**src/rtl/seg7_scan_reader.sv**
```systemverilog
// seg7_scan_reader: decodes a scanned common-anode 7-seg bus into per-digit BCD; SEG7_DP_EN adds decimal-point capture
module seg7_scan_reader #(
  parameter int NUM_DIGITS    = 4,
  parameter int STABLE_CYCLES = 4
) (
  input  logic                    iClk,
  input  logic                    iRst,
  input  logic [6:0]              iSeg,
  input  logic [NUM_DIGITS-1:0]   iAn,
  input  logic                    iClr,
`ifdef SEG7_DP_EN
  input  logic                    iDp,
  output logic [NUM_DIGITS-1:0]   oDp,
`endif
  output logic [4*NUM_DIGITS-1:0] oDigits,
  output logic [NUM_DIGITS-1:0]   oValid,
  output logic                    oUpdate,
  output logic                    oBad,
  output logic                    oFrame
);
  typedef enum logic [1:0] {IDLE, SETTLE, HOLD} state_t;
  localparam logic [7:0] STABLE = 8'(STABLE_CYCLES);
`ifdef SEG7_DP_EN
  localparam int PW = NUM_DIGITS + 8;
  logic [PW-1:0] pair;
  logic [NUM_DIGITS-1:0] dp_q, dp_d;
  assign pair = {iDp, iAn, iSeg};
  assign oDp  = dp_q;
`else
  localparam int PW = NUM_DIGITS + 7;
  logic [PW-1:0] pair;
  assign pair = {iAn, iSeg};
`endif
  state_t state_q, state_d;
  logic [7:0] count_q, count_d, count_inc;
  logic [PW-1:0] prev_q;
  logic [NUM_DIGITS-1:0] an_n, seen_q, seen_d, seen_n, valid_q, valid_d;
  logic [4*NUM_DIGITS-1:0] digits_q, digits_d;
  logic single, match, cap, good, frame, upd_q, bad_q, frame_q;
  logic [4:0] dec;
  function automatic logic [4:0] decode(input logic [6:0] s);
    case (s)
      7'b1000000: decode = 5'd0;
      7'b1111001: decode = 5'd1;
      7'b0100100: decode = 5'd2;
      7'b0110000: decode = 5'd3;
      7'b0011001: decode = 5'd4;
      7'b0010010: decode = 5'd5;
      7'b0000010: decode = 5'd6;
      7'b1111000: decode = 5'd7;
      7'b0000000: decode = 5'd8;
      7'b0010000: decode = 5'd9;
      default:    decode = 5'h10;
    endcase
  endfunction
  assign an_n      = ~iAn;
  assign single    = (|an_n) && ~|(an_n & (an_n - 1'b1));
  assign match     = pair == prev_q;
  assign count_inc = count_q + 8'd1;
  assign dec       = decode(iSeg);
  always_comb begin
    state_d = state_q;
    count_d = count_q;
    cap     = 1'b0;
    case (state_q)
      IDLE: if (single) begin
        state_d = SETTLE;
        count_d = 8'd1;
      end
      SETTLE: if (!single) begin
        state_d = IDLE;
        count_d = '0;
      end else if (!match) begin
        count_d = 8'd1;
      end else begin
        count_d = count_inc;
        cap     = count_inc == STABLE;
        state_d = cap ? HOLD : SETTLE;
      end
      HOLD: if (!single) begin
        state_d = IDLE;
        count_d = '0;
      end else if (!match) begin
        state_d = SETTLE;
        count_d = 8'd1;
      end
      default: begin
        state_d = IDLE;
        count_d = '0;
      end
    endcase
  end
  // an_n is one-hot whenever cap is set, so it doubles as the digit write mask
  always_comb begin
    good    = cap && !dec[4];
    seen_n  = (iClr ? '0 : seen_q) | (good ? an_n : '0);
    frame   = good && &seen_n;
    seen_d  = frame ? '0 : seen_n;
    valid_d = (iClr ? '0 : valid_q) | (good ? an_n : '0);
    digits_d = digits_q;
    for (int i = 0; i < NUM_DIGITS; i++)
      if (good && an_n[i]) digits_d[4*i +: 4] = dec[3:0];
`ifdef SEG7_DP_EN
    dp_d = good ? ((dp_q & iAn) | (iDp ? '0 : an_n)) : dp_q;
`endif
  end
  always_ff @(posedge iClk) begin
    if (iRst) begin
      state_q  <= IDLE;
      count_q  <= '0;
      prev_q   <= '1;
      seen_q   <= '0;
      valid_q  <= '0;
      digits_q <= '0;
      upd_q    <= 1'b0;
      bad_q    <= 1'b0;
      frame_q  <= 1'b0;
`ifdef SEG7_DP_EN
      dp_q     <= '0;
`endif
    end else begin
      state_q  <= state_d;
      count_q  <= count_d;
      prev_q   <= pair;
      seen_q   <= seen_d;
      valid_q  <= valid_d;
      digits_q <= digits_d;
      upd_q    <= good;
      bad_q    <= cap && dec[4];
      frame_q  <= frame;
`ifdef SEG7_DP_EN
      dp_q     <= dp_d;
`endif
    end
  end
  assign oDigits = digits_q;
  assign oValid  = valid_q;
  assign oUpdate = upd_q;
  assign oBad    = bad_q;
  assign oFrame  = frame_q;
endmodule

```
**config.mk**
```make
export PLATFORM = sky130hd
export DESIGN_NAME = seg7_scan_reader
export DESIGN_NICKNAME = d
export VERILOG_FILES = /design/src/rtl/seg7_scan_reader.sv
export SDC_FILE = /design/constraint.sdc
export NUM_CORES = 1
export LEC_CHECK = 0
export CORE_MARGIN = 5
export CORE_UTILIZATION = 47
export DETAILED_ROUTE_END_ITERATION = 10
export PLACE_DENSITY = 0.67
export SLEW_MARGIN = 10
export SYNTH_ARGS = -nofsm -noshare
export SYNTH_HDL_FRONTEND = slang
export SYNTH_SLANG_ARGS = --single-unit
```
**constraint.sdc**
```tcl
create_clock -name iClk -period 4.47 [get_ports iClk]
set_input_delay 0.894 -clock iClk [delete_from_list [all_inputs] [get_ports iClk]]
set_output_delay 0.894 -clock iClk [all_outputs]
set_load 0.005 [all_outputs]
```
Word-level counts from Yosys, hierarchy flattened
Cells that the tools add are included.

Eq/ne operators: 16. Reductions and logical operators: 18. Bitwise operators: 4. Muxes and demuxes: 20. Add/subtract/negate cells: 2.

Operators with widths (count): $pmux W5 S10 (1); $mux W8 (5); $pmux W8 S3 (1); $eq A7 B5 Y1 const B (3); $eq A7 B7 Y1 const B (3); $eq A7 B6 Y1 const B (2); $mux W2 (6); $mux W4 (3); $eq A11 B11 Y1 (1); $add A8 B1 Y8 const B (1); $eq A8 B3 Y1 const B (1); $logic_and A1 B1 Y1 (8); $or A4 B4 Y4 (2); $reduce_or A4 Y1 (2); $eq A7 B2 Y1 const B (1); $logic_not A7 Y1 (1); $ne A3 B3 Y1 const B (2); $pmux W2 S3 (1); $and A4 B4 Y4 (1); $not A4 Y4 (1); $reduce_and A4 Y1 (1); $sub A4 B1 Y4 const B (1); $mux W1 (3); $reduce_and A3 Y1 (1); 7 further kinds (8).

Input bits: 14. Flip-flop bits (word level): 48. Output and inout bits: 23.

Longest topological paths before layout
Gate-level depths: netlist of the first run.

Depth after elaboration: 14. Mapped depth: 10. Gate-level depth less buffers: 7.

Worst setup path before layout of the first run
Ideal clock, no wire load.

Kind: input -> register. Start: in iSeg[3]. End: reg digits_q[10], in the netlist oDigits[10]. Data required time: 4.349 ns. Setup slack: 1.908 ns. Stages: 9. Arrival: 2.441 ns. Path through: buf_4 > nor4_1 > or3b_1 > nand3_1 > o2111ai_2 > buf_6 > clkbuf_1 > o21ai_0 > o21ai_1.

Cells in the longest elaborated chain, start to end: 6.

Ends and longest elaborated chain: start, declared (RTL line 8) `input logic [6:0] iSeg,`; $eq A11 B11 Y1 (RTL line 58) `assign match = pair == prev_q;`; $mux W1 (RTL line 73) `end else if (!match) begin`; $mux W1 (RTL line 70) `SETTLE: if (!single) begin`; $mux W1 (RTL line 65) `case (state_q)`; $logic_and A1 B1 Y1 (RTL line 95) `good = cap && !dec[4];`; $logic_and A1 B1 Y1 (RTL line 102) `if (good && an_n[i]) digits_d[4*i +: 4] = dec[3:0];`; end signal, assigned (RTL line 127) `digits_q <= digits_d;`; end, declared (RTL line 38) `logic [4*NUM_DIGITS-1:0] digits_q, digits_d;`.

Parallel ways exist; a longest one is shown, timed or not. A chain may end at the register's enable or synchronous reset.

Worst setup path in the final report of the first run
Start: in iAn[2]. End: reg digits_q[2], in the netlist oDigits[2].

Cells in the longest elaborated chain, start to end: 10.

Ends and longest elaborated chain: start, declared (RTL line 9) `input logic [NUM_DIGITS-1:0] iAn,`; $not A4 Y4 (RTL line 56) `assign an_n = ~iAn;`; $sub A4 B1 Y4 (RTL line 57) `assign single = (|an_n) && ~|(an_n & (an_n - 1'b1));`; $and A4 B4 Y4 (RTL line 57); $reduce_or A4 Y1 (RTL line 57); $logic_not A1 Y1 (RTL line 57); $logic_and A1 B1 Y1 (RTL line 57); $mux W1 (*) (RTL line 70); $mux W1 (*) (RTL line 65); $logic_and A1 B1 Y1 (*) (RTL line 95); $logic_and A1 B1 Y1 (*) (RTL line 102).

Mark *: on every way between the ends. The rest lies on a longest branch, timed or not.

==> results of run 1 <==
==> report_power, final <==
group	total, W	internal [W]	switching, W
logic	0.0000690	0.0000301	0.0000389
registers	0.000439	0.000434	0.00000508
clock network	0.000339	0.000197	0.000141
total	0.000847	0.000662	0.000185
==> flip-flops by register name (all words and copies together) (netlist names) <==
register  count
count_q       8
oBad          1
oDigits      16
oFrame        1
oUpdate       1
oValid        4
prev_q       11
seen_q        4
state_q       2
==> cells by family (layout without fill, tap and decap cells) <==
group / count (synthesis) / in the layout / synth area share, %
AO/OA/AOI/OAI: 74 / 74 / 18.9
XOR/XNOR: 16 / 16 / 6.00
adder cells (fa/ha/maj): 2 / 2 / 1.07
buffers and inverters: 22 / 48 / 5.84
flip-flops: 48 / 48 / 41.1
multiplexers: 1 / 1 / 0.428
AND/OR/NAND/NOR: 109 / 109 / 26.7
==> per-layer routing <==
metal | up-vias | track usage, % | wire length [µm]
met5 | - | 0 | 0
met4 | 0 | 6.59 | 90
met3 | 9 | 4.60 | 217
met2 | 52 | 26.0 | 2160
met1 | 884 | 22.9 | 2590
li1 | 1005 | - | -
==> worst reg2reg max path, cell delays in order, from the launching register on <==
cell	delay (ns)
dfxtp_1	0.47
ha_1	0.23
nor2b_1	0.18
a32oi_1	0.11
nor4_1	0.35
o2111ai_2	0.48
or2_2	0.51
o21ai_0	0.19
==> worst paths after layout <==
| path | slack [ns] | to | depth (start not counted) |
|---|---|---|---|
| worst min-delay path | 0.48 | oValid[0]$_SDFF_PP0_ | 2 |
| worst min register to register | 0.48 | oValid[0]$_SDFF_PP0_ | 2 |
| worst max-delay path | 1.08 | oDigits[2]$_SDFFE_PP0P_ | 7 |
| worst max register to register | 1.88 | oDigits[2]$_SDFFE_PP0P_ | 7 |
==> per-stage QoR <==
stage	hold WS (ns)	instances	worst slack (ns)
after floorplan	0.455	272	1.91
after global placement	0.466	357	0.908
after detailed placement	0.462	357	0.807
after CTS	0.485	365	1.12
after global routing	0.503	365	0.847
final	0.481	365	1.08
==> cell usage in the layout, fill, tap and decap left out, types with 3 or more instances in the layout <==
cell / synthesis / routed
nor4_1: 10 / 10
o21ai_1: 13 / 13
nand2_1: 15 / 15
dfxtp_1: 48 / 48
or2_2: 14 / 14
xnor2_1: 5 / 5
clkbuf_8: 0 / 7
clkdlybuf4s50_1: 0 / 36
nor2b_1: 18 / 18
o21ai_0: 30 / 30
xor2_1: 11 / 11
a22oi_1: 5 / 5
nand3_1: 8 / 8
nand2b_1: 10 / 10
a21oi_1: 10 / 10
nor3_1: 9 / 9
nor2_1: 9 / 9
inv_1: 3 / 3
==> layout make-up <==
class	instances	area (µm²)	area share, %
Multi-Input combinational cell	202	1240	44.4
Sequential cell	48	961	34.4
Timing Repair Buffer	37	368	13.2
Clock buffer	7	96.3	3.45
Tap cell	67	83.8	3.00
Clock inverter	1	30.0	1.08
Inverter	3	11.3	0.404
==> impl_metrics.tcl, run 1 <==
set metrics [dict create \
    syn_avg_cell_area_um2 8.59 \
    crit_type "primary input to flip-flop" \
    start_util_pct 48.8 \
    yosys.area.top_type "dfxtp_1" \
    hold_start "oValid[0]$_SDFF_PP0_" \
    grt_antenna_before_repair 0 \
    placement_rows 25 \
    syn-num-nets 288 \
    cp_slowest_cell "clkdlybuf4s50_1" \
    gp_congestion 0.848 \
    ys_warn_count 0 \
    slew_violations 0 \
    synth_seq_area_share_pct 41.1 \
    setup-violations-final 0 \
    ios 37 \
    status "finished clean" \
    hp-class "flip-flop to flip-flop" \
    cts_tree "built" \
    netlist_instances 272 \
    final_area_um2 2790 \
    diodes 0 \
    clock.fmax_ghz 0.295 \
    powerDensity_nw_per_um2 303 \
    final_core_util_pct 58.3 \
    synth_cell_type_count 46 \
    yosysMostFrequentCell "dfxtp_1" \
    cp-end-kind "flip-flop" \
    postCtsHoldBufs 0 \
    fin_crit_sh_pct 75.9 \
    drive_gt1_share_pct 10.4 \
    fp.dieH_um 80.5 \
    async_flop_share_pct 0 \
    hpwl_um 3540 \
    drc 0 \
    synth_area_leaders "dfxtp_1 (41%), o21ai_0 (6.4%), nor2b_1 (4.8%), xor2_1 (4.1%), or2_2 (3.7%)" \
    ir_drop_uv 238 \
    wl_per_cell_um 13.9 \
    grt_pass1_vias 1825 \
    slowest_delay_ns 0.73 \
    synth-edff-count 0 \
    worst-path-max-fanout 21 \
    dieWidth_um 80.5 \
    synth_commonest_cells "dfxtp_1 (48), o21ai_0 (30), nor2b_1 (18), nand2_1 (15), or2_2 (14)" \
    slew_headroom_pct 49.2 \
    cts_resized 0 \
    grt-ovfl-total 0 \
    place_area_um2 2660 \
    arrival_ns 3.62 \
    netlist_area_um2 2340 \
    rsz0062_at_grt "false" \
    ys_seq_elements 48 \
    die_area_um2 6480 \
    htree_levels 2 \
    io_buffers 36 \
    vias 1950 \
    power.leakage_nw 0.915 \
    min_period_ns 3.39 \
    crit_start "iAn[2]" \
    fillers 442 \
    synth_flop_cell "dfxtp_1" \
    tightest_slew_ns 0.763 \
    power_w 0.000847 \
    crit_family "compound AO/OA/AOI/OAI gates" \
    clk_pin_slew_ns 0.08 \
    clockRootBuffer "clkbuf_8" \
    track_usage_pct 17.1 \
    crit_path_cell_trace "clkdlybuf4s50_1, xnor2_1, o22a_1, nor4_1, o2111ai_2, or2_2, o21ai_0" \
    dr.pass1.iters 4 \
    r2r-start "count_q[1]$_SDFFE_PP0P_" \
    area_growth_pct 19.4 \
    post_cts_buffers 0 \
    yosysTopAreaCellShare_pct 41.1 \
    cts_made_buffers 5 \
    worstPathRequired_ns 4.70 \
    nets 313 \
    routed_wirelength_um 5060 \
    max-cap-violations 0 \
    worst_clock_skew_ns 0.00587 \
    grt_pass1_wl_um 8580 \
    finalHoldViolCount 0 \
    clock_path_buffers 2 \
    core_um2 4790 \
    cts_sinks 48 \
    crit_path_start_kind "primary input" \
    cp_num_buf_inv 1 \
    drtAntennaViolNets 0 \
    grt_max_degree 32 \
    drt-vias-per-instance 5.34 \
    drtIter0Drc 140 \
    clock_latency_ns 0.30 \
    tns_ns 0 \
]
Note: power is estimated with default switching activity, not from simulation.
==> inputs of run 2 (changes only) <==
==> constraint.sdc (replaced) <==
create_clock -name iClk -period 3.3 [get_ports iClk]
set_input_delay 0.66 -clock iClk [delete_from_list [all_inputs] [get_ports iClk]]
set_output_delay 0.66 -clock iClk [all_outputs]
set_load 0.005 [all_outputs]
==> impl_metrics.tcl, run 2 (synthesis results as in run 1) <==
set metrics [dict create \
    crit_path_cell_trace "clkdlybuf4s50_1, xor2_1, nor4_1, and4_1, o2111ai_2, or2_2, o21ai_0" \
    fp.dieH_um 80.5 \
    drt-vias-per-instance 5.42 \
    dieWidth_um 80.5 \
    nets 322 \
    grt_pass1_vias 1972 \
    hpwl_um 3790 \
    cp-end-kind "flip-flop" \
    cts_sinks 48 \
    cp_slowest_cell "clkdlybuf4s50_1" \
    cts_tree "built" \
    postCtsHoldBufs 0 \
    worst-path-max-fanout 11 \
    arrival_ns 3.09 \
    io_buffers 36 \
    diodes 0 \
    grt_antenna_before_repair 0 \
    wl_per_cell_um 14.6 \
    whs_ns 0.480 \
    htree_levels 2 \
    slew_violations 0 \
    vias 2021 \
    grt_pass1_wl_um 9290 \
    dr.pass1.iters 4 \
    post_cts_buffers 0 \
    tns_ns 0 \
    core_um2 4790 \
    crit_type "primary input to flip-flop" \
    mostFrequentLayoutCell "dfxtp_1" \
    setup-violations-final 0 \
    drc 0 \
    die_area_um2 6480 \
    worstPathRequired_ns 3.52 \
    drtAntennaViolNets 0 \
    drive_gt1_share_pct 12.7 \
    clock_latency_ns 0.30 \
    clockRootBuffer "clkbuf_8" \
    cts_resized 0 \
    min_period_ns 2.87 \
    max-cap-violations 0 \
    powerDensity_nw_per_um2 417 \
    crit_family "simple AND/OR/NAND/NOR gates" \
    start_util_pct 48.8 \
    slew_headroom_pct 68.4 \
    clk_pin_slew_ns 0.09 \
    drtIter0Drc 117 \
    clock.fmax_ghz 0.349 \
    grt_max_degree 43 \
    cp_num_buf_inv 1 \
    largest_reg_flops 16 \
    crit_path_start_kind "primary input" \
    track_usage_pct 18.1 \
    ir_drop_uv 216 \
    hp-class "flip-flop to flip-flop" \
    area_growth_pct 22.4 \
    rsz0062_at_grt "false" \
    grt-ovfl-total 0 \
    finalHoldViolCount 0 \
    fin_crit_sh_pct 86.9 \
    status "finished clean" \
    final_cell_mix "dfxtp_1 (48), clkdlybuf4s50_1 (36), o21ai_0 (30)" \
    placement_rows 25 \
    clock_path_buffers 2 \
    reg2reg_slack_ns 0.89 \
    power.leakage_nw 0.957 \
    worst_clock_skew_ns 0.00896 \
    tightest_slew_ns 0.474 \
    ios 37 \
    routed_wirelength_um 5430 \
    slowest_delay_ns 0.56 \
    gp_congestion 0.841 \
    cts_made_buffers 5 \
]
[run 2: cell count changes in the layout (fill, tap and decap cells not counted)]
| cell | change |
|---|---|
| clkbuf_8 | -2 |
| bufinv_16 | +1 |
| buf_4 | +9 |
[run 2: final timing paths]
path | from | endpoint | depth (start not counted)
worst min register to register | oValid[3]$_SDFF_PP0_ | oValid[3]$_SDFF_PP0_ | 2
worst max-delay path | iSeg[0] | oDigits[1]$_SDFFE_PP0P_ | 7
worst max register to register | count_q[0]$_SDFFE_PP0P_ | oDigits[1]$_SDFFE_PP0P_ | 7
worst min-delay path | oValid[3]$_SDFF_PP0_ | oValid[3]$_SDFF_PP0_ | 2
[run 2: worst reg2reg max path: stages (launching register included)]
cell       delay (ns)
dfxtp_1          0.50
ha_1             0.25
nor2b_1          0.16
a32oi_1          0.09
nor4_1           0.34
o2111ai_2        0.34
or2_2            0.44
o21ai_0          0.20
[run 2: area by class of cell]
| cell class | count | area (µm²) |
|---|---|---|
| Sequential cell | 48 | 961 |
| Clock inverter | 2 | 60.1 |
| Multi-Input combinational cell | 202 | 1240 |
| Clock buffer | 5 | 68.8 |
| Tap cell | 67 | 83.8 |
| Timing Repair Buffer | 46 | 435 |
| Inverter | 3 | 11.3 |
| Fill cell | 434 | 1930 |
[run 2: where the power goes]
| group | internal, W | switching, W |
|---|---|---|
| clock network | 0.000298 | 0.000198 |
| registers | 0.000588 | 0.00000750 |
| logic | 0.0000460 | 0.0000546 |
| total | 0.000932 | 0.000261 |
[run 2: metrics by stage]
stage / instances / worst slack [ns] / area, µm² / total power (W) / utilization [%]
after global placement: 366 / 0.255 / 2730 / 0.000709 / 57.1
final: 373 / 0.432 / 2860 / 0.00119 / 59.8
after detailed placement: 366 / 0.144 / 2730 / 0.000709 / 57.1
after floorplan: 272 / 0.972 / 2340 / 0.000678 / -
after global routing: 373 / 0.204 / 2860 / 0.00124 / 59.8
after CTS: 373 / 0.446 / 2860 / 0.00120 / 59.8
[run 2: layer usage]
layer | track usage, % | share of wire [%] | vias up
met4 | 5.41 | 1.1 | 0
li1 | - | - | 1025
met2 | 29.6 | 48 | 57
met5 | 0 | 0 | -
met3 | 3.70 | 4.1 | 6
met1 | 23.9 | 47 | 933
